## config.mk

```make
export PLATFORM = sky130hd
export DESIGN_NAME = uart_tx_feeder
export DESIGN_NICKNAME = d
export VERILOG_FILES = /design/src/rtl/uart_tx_feeder_pkg.sv /design/src/rtl/uart_tx_feeder_sync_fifo.sv /design/src/rtl/uart_tx_feeder.sv
export SDC_FILE = /design/constraint.sdc
export NUM_CORES = 1
export LEC_CHECK = 0
export CORE_ASPECT_RATIO = 1.25
export CORE_UTILIZATION = 40
export DETAILED_ROUTE_END_ITERATION = 16
export SETUP_SLACK_MARGIN = 0.3
export SYNTH_ARGS = -nofsm -noshare
export SYNTH_HDL_FRONTEND = slang
export SYNTH_HIERARCHICAL = 1
export SYNTH_SLANG_ARGS = --single-unit
```

## constraint.sdc

```tcl
create_clock -name clk -period 3.36 [get_ports clk]
set_clock_uncertainty 0.05 [all_clocks]
set_input_delay 0.336 -clock clk [delete_from_list [all_inputs] [get_ports clk]]
set_output_delay 0.336 -clock clk [all_outputs]
set_load 0.005 [all_outputs]
```

## src/rtl/uart_tx_feeder_pkg.sv

```systemverilog
// Shared encodings for the UART transmit feeder: FSM states and byte width.
package uart_tx_feeder_pkg;

  localparam int BYTE_W = 8;

  typedef enum logic [1:0] {
    ST_IDLE = 2'd0,
    ST_SEND = 2'd1,
    ST_BUSY = 2'd2
  } tx_state_e;

endpackage

```

## src/rtl/uart_tx_feeder_sync_fifo.sv

```systemverilog
// Byte FIFO with registered count/flags and sticky overflow; head is read combinationally.
// Writes while full are dropped unless a pop happens in the same cycle.
module sync_fifo
  import uart_tx_feeder_pkg::*;
#(
  parameter int DEPTH = 16,
  parameter int AW    = $clog2(DEPTH)
) (
  input  logic              clk,
  input  logic              rst,
  input  logic              wr_i,
  input  logic [BYTE_W-1:0] wdata_i,
  input  logic              clr_ovf_i,
  input  logic              pop_i,
  output logic [BYTE_W-1:0] head_o,
  output logic              full_o,
  output logic              empty_o,
  output logic [AW:0]       count_o,
  output logic              ovf_o
);

  localparam logic [AW:0] FULL_CNT = (AW+1)'(DEPTH);

  logic [BYTE_W-1:0] mem_q [DEPTH];
  logic [AW-1:0]     wr_ptr_q, wr_ptr_d;
  logic [AW-1:0]     rd_ptr_q, rd_ptr_d;
  logic [AW:0]       count_q, count_d;
  logic              full_q, full_d;
  logic              empty_q, empty_d;
  logic              ovf_q, ovf_d;
  logic              do_pop, do_wr, drop;

  always_comb begin
    do_pop   = pop_i && !empty_q;
    // A pop in the same cycle frees the slot, so a write while full still lands.
    do_wr    = wr_i && (!full_q || do_pop);
    drop     = wr_i && full_q && !do_pop;
    wr_ptr_d = wr_ptr_q;
    rd_ptr_d = rd_ptr_q;
    count_d  = count_q;
    if (do_wr) begin
      wr_ptr_d = wr_ptr_q + 1'b1;
    end
    if (do_pop) begin
      rd_ptr_d = rd_ptr_q + 1'b1;
    end
    case ({do_wr, do_pop})
      2'b10:   count_d = count_q + 1'b1;
      2'b01:   count_d = count_q - 1'b1;
      default: count_d = count_q;
    endcase
    full_d  = (count_d == FULL_CNT);
    empty_d = (count_d == '0);
    if (drop) begin
      ovf_d = 1'b1;
    end else if (clr_ovf_i) begin
      ovf_d = 1'b0;
    end else begin
      ovf_d = ovf_q;
    end
  end

  always_ff @(posedge clk) begin
    if (do_wr) begin
      mem_q[wr_ptr_q] <= wdata_i;
    end
  end

  always_ff @(posedge clk or negedge rst) begin
    if (!rst) begin
      wr_ptr_q <= '0;
      rd_ptr_q <= '0;
      count_q  <= '0;
      full_q   <= 1'b0;
      empty_q  <= 1'b1;
      ovf_q    <= 1'b0;
    end else begin
      wr_ptr_q <= wr_ptr_d;
      rd_ptr_q <= rd_ptr_d;
      count_q  <= count_d;
      full_q   <= full_d;
      empty_q  <= empty_d;
      ovf_q    <= ovf_d;
    end
  end

  assign head_o  = mem_q[rd_ptr_q];
  assign full_o  = full_q;
  assign empty_o = empty_q;
  assign count_o = count_q;
  assign ovf_o   = ovf_q;

endmodule

```

## src/rtl/uart_tx_feeder.sv

```systemverilog
// Buffers capture bytes and hands them to the UART one at a time, paced by TiP.
// A byte written at edge N is requested after edge N+1; one idle cycle separates frames.
module uart_tx_feeder
  import uart_tx_feeder_pkg::*;
#(
  parameter int DEPTH = 16,
  parameter int AW    = $clog2(DEPTH)
) (
  input  logic              clk,
  input  logic              rst,
  input  logic [BYTE_W-1:0] I_DATA,
  input  logic              I_WR,
  input  logic              I_CLR_OVF,
  input  logic              TiP,
  output logic [BYTE_W-1:0] O_DATA,
  output logic              send_data,
  output logic              O_FULL,
  output logic              O_EMPTY,
  output logic [AW:0]       O_COUNT,
  output logic              O_OVF
);

  tx_state_e         state_q, state_d;
  logic [BYTE_W-1:0] data_q, data_d;
  logic              send_q, send_d;
  logic              pop;
  logic [BYTE_W-1:0] head;
  logic              fifo_empty;

  sync_fifo #(
    .DEPTH (DEPTH),
    .AW    (AW)
  ) u_fifo (
    .clk       (clk),
    .rst       (rst),
    .wr_i      (I_WR),
    .wdata_i   (I_DATA),
    .clr_ovf_i (I_CLR_OVF),
    .pop_i     (pop),
    .head_o    (head),
    .full_o    (O_FULL),
    .empty_o   (fifo_empty),
    .count_o   (O_COUNT),
    .ovf_o     (O_OVF)
  );

  always_comb begin
    state_d = state_q;
    data_d  = data_q;
    pop     = 1'b0;
    case (state_q)
      ST_IDLE: begin
        // TiP high here means the UART is busy for someone else; wait it out.
        if (!fifo_empty && !TiP) begin
          pop     = 1'b1;
          data_d  = head;
          state_d = ST_SEND;
        end
      end
      ST_SEND: begin
        if (TiP) begin
          state_d = ST_BUSY;
        end
      end
      ST_BUSY: begin
        if (!TiP) begin
          state_d = ST_IDLE;
        end
      end
      default: state_d = ST_IDLE;
    endcase
    send_d = (state_d == ST_SEND);
  end

  always_ff @(posedge clk or negedge rst) begin
    if (!rst) begin
      state_q <= ST_IDLE;
      data_q  <= '0;
      send_q  <= 1'b0;
    end else begin
      state_q <= state_d;
      data_q  <= data_d;
      send_q  <= send_d;
    end
  end

  assign O_DATA    = data_q;
  assign send_data = send_q;
  assign O_EMPTY   = fifo_empty;

endmodule

```

==> summary by stage <==
Yosys
The number of library cell types mapped by synthesis is between 40 and 50. Summing every instance area after synthesis gives 6370 um2. The cell type with the largest total area after synthesis is edfxtp_1. In this run the biggest area consumer among cell types represents 60.4% of the synthesized area. The cell count after synthesis came out at 307. In this run, synthesis inferred between 100 and 150 flip-flops with an integrated enable. After synthesis, flip-flops and latches occupy between 70% and 80% of the total area. In the post-synthesis netlist, the biggest area contributors are edfxtp_1 (60%), mux4_1 (12%), dfrtp_1 (10%). For this run, the number of Yosys warnings is 6.

The commonest cells after synthesis are edfxtp_1 (128), mux4_1 (30), dfrtp_1 (26), and2_1 (13). After synthesis, the share of flip-flops with an asynchronous set or reset is 17.4%. When the netlist entered floorplanning its net count stood at around 330. The most repeated cell in the gate-level netlist after synthesis is edfxtp_1.

In the synthesized netlist the dominant register cell turns out to be edfxtp_1. The post-synthesis area per instance is between 20 and 25 um2. Counting flops and latches in the post-synthesis netlist gives between 150 and 200.

Worst setup path
The slack of the worst reg-to-reg path is roughly 0.56 ns. The worst flop-to-flop path endpoint is u_fifo/full_o. The setup path with the least slack is of type flip-flop to flip-flop. The startpoint of the worst register-to-register path is state_q[1].

Of all nets on the critical path, the largest fanout is 4. On the worst path, the slowest cell contributes a delay of around 0.44 ns. The worst setup path is launched from a flip-flop. The required time at the endpoint of the critical path is approximately 3.7 ns. The worst setup path is captured at a flip-flop. The number of cells on the worst reg-to-reg path is 12. Traced cell by cell, the critical path runs through nor4_4 > nand2b_1 > a21boi_1 > inv_1 > ha_1 > xor2_1 > ha_2 > a21oi_2 > mux2i_1 > xnor2_1 > or2_4 > nor3b_2. The data arrival time of the critical path is between 3 and 4 ns.

The slowest library cell on the worst path is dfrtp_1.

GRT
The wire length of the first global-routing pass is 17.5 mm. The via count of the first global-routing pass came to approximately 3,100. The global-route usage over all layers is between 15 and 20%. The initial antenna violation count is 0. Entering global routing, the biggest net connects 36 pins.

The overflow left after global routing is 0.

Clock tree
Clock-pin slew was measured on the worst setup and hold paths at 0.07 ns. The total of cells resized after clock tree synthesis is 0. Buffers inserted during clock tree synthesis total 17. The later pin in the worst-skew pair is clocked with a latency of about 0.41 ns. The number of levels in the clock H-tree is 4. The tree is rooted in a clkbuf_16.

The maximum clock insertion buffer count is 2. The clock drives ~160 sinks. The number of buffers added for setup after CTS is 0. The number of hold buffers added after CTS was 0. The clock tree from TritonCTS is done.

Drt
For this block, the initial DRC count from the detailed router was between 200 and 300. The detail route stage leaves a number of antenna-violating nets equal to 0. The count of vias placed by the detailed router is between 3,000 and 4,000. After detailed routing, the number of remaining DRC violations is 0. The routed length per instance is between 15 and 20 um. The first detailed-routing pass ran for 4 iterations. The via-per-instance ratio is ~5.2. The wire length after detailed routing is 11.2 mm.

Place
The count of buffers added on input and output ports is 29. After legalization and detailed placement, the total HPWL measured between 7 and 8 mm. After detailed placement, the design holds a cell count of between 500 and 600.

The last weighted congestion value of the routability-driven placer is around 0.75.

Timing
The accumulated negative setup slack is 0 ns. The number of hold-slack violations in the final timing report is 0. The highest clock rate is approximately 0.36 GHz. In this run the tightest slew margin relative to its limit is about three fifths. The measured slew at the worst slew-check pin is roughly 0.62 ns. The number of pins exceeding their max-slew limit in the final report came to 0.

The final period utilization is a little over four fifths. The clock period minus final worst setup slack is about 2.8 ns. Setup repair after global routing left no endpoint under its margin. Hold timing on the final database bottoms out at a slack of 0.259 ns.

The total of endpoints with negative setup slack in the final report is 0.

Outcome
The flow ran to the end, and the final reports show no timing, DRC or antenna violations.

Min path
The path class of the tightest hold or removal check is input port to async pin.

Floorplanning
The placement row count is 51. Measured along the x axis, the die boundary spans roughly 110 um. The I/O pin total is 30. The overall die height is approximately 140 um. The initial core utilization is between 40% and 50%.

The area of the core is between 15,000 and 20,000 um2. The die covers 16,400 um2.

Final layout
The number of non-filler instances in the completed layout is roughly 570. The number of nets at the end of the flow is 369. The sequential cells in the finished layout cover a total of roughly 4500 um2. The final design utilization is a little under half. The layout overhead on the synthesized area is 16.9%. 0 antenna diodes ended up in the layout. Fill cells in the final layout number 1,291.

The area used by multi-input combinational logic is around 1700 um2. The share of cells above drive strength 1 is approximately 18%.

Pwr
IR analysis of the VDD net gives a maximum drop of 499 uV. Summed over all cells, the static leakage comes to approximately 2.6 nW. The power density over the cells is approximately 820 nW/um2.

Flow run
Across the run, the number of max-cap violations was 0.
-- area by class of cell --
type / instances / area share [%]
clock inverter: 13 / 1.45
inverter: 7 / 0.353
sequential: 155 / 60.7
multi-input combinational: 131 / 23.4
tap: 212 / 3.56
timing repair buffer: 36 / 4.61
clock buffer: 19 / 5.95
-- through the flow --
step / cell area [um2] / worst slack [ns] / total power [mW]
finish: 7440 / 0.562 / 6.13
floorplan: 6380 / 0.332 / 3.86
global route: 7440 / 0.304 / 6.44
CTS: 7440 / 0.542 / 6.20
global placement: 6890 / 0.269 / 4.40
detailed placement: 6890 / 0.170 / 4.44
-- per-layer routing --
metal  track usage [%]  part of all wire (%)  vias to the layer above
li1                  -                     -                     1352
met1              18.2                    41                     1573
met2              25.7                    54                       71
met3              3.99                   4.0                        9
met4              5.81                   1.4                        0
met5                 0                     0                        -
-- placed cells by master (no fill, tap or decap), drive strengths merged, types with 7 or more instances in the layout --
cell	Yosys	final
edfxtp	128	128
mux4	40	40
clkdlybuf4s50	0	29
dfrtp	26	26
clkbuf	9	19
and2	14	14
inv	7	13
xnor2	10	10
mux2	9	9
nand2	8	8
ha	8	8
buf	5	7
-- registers in the layout, summed over array words and instances, names as in the netlist --
name and flops:
u_fifo/mem_q 128, O_DATA 8, u_fifo/count_o 5, u_fifo/rd_ptr_q 4, u_fifo/wr_ptr_q 4, state_q 2, send_data 1, u_fifo/empty_o 1
u_fifo/full_o 1, u_fifo/ovf_o 1
-- power breakdown --
| part | leakage (nW) | switching (mW) | internal [mW] |
|---|---|---|---|
| clock network | 0.265 | 0.770 | 0.982 |
| registers | 1.48 | 0.245 | 2.40 |
| logic | 0.813 | 0.768 | 0.963 |
-- how the worst max path moves through the flow --
stage / endpoint / from / slack [ns] / depth (start not counted)
finish: u_fifo/full_o / state_q[1] / 0.56 / 12
global route: u_fifo/full_o / state_q[1] / 0.30 / 12
CTS: u_fifo/full_o / state_q[1] / 0.54 / 12
detailed placement: u_fifo/full_o / TiP / 0.17 / 13
global placement: u_fifo/full_o / TiP / 0.27 / 13
floorplan: u_fifo/full_o / state_q[1] / 0.33 / 13
-- worst max-delay path, delay by kind of cell (launching register included) --
family | cells | cell delay (ns)
compound gates | 2 | 0.32
xor+xnor | 2 | 0.28
fa+ha+maj | 2 | 0.43
buf+inv | 1 | 0.13
flops | 1 | 0.44
mux | 1 | 0.23
simple gates | 4 | 0.84
-- cell families (layout without fill, tap and decap cells) --
group / Yosys count / count (layout) / synth area share, %
AO/OA/AOI/OAI: 15 / 15 / 1.61
XOR/XNOR: 12 / 12 / 1.65
adder cells (fa/ha/maj): 8 / 8 / 1.57
buffers and inverters: 21 / 75 / 1.81
flip-flops: 155 / 155 / 71.0
multiplexers: 50 / 50 / 17.7
AND/OR/NAND/NOR: 46 / 46 / 4.68
No activity file was read; power rests on OpenSTA's default activity.
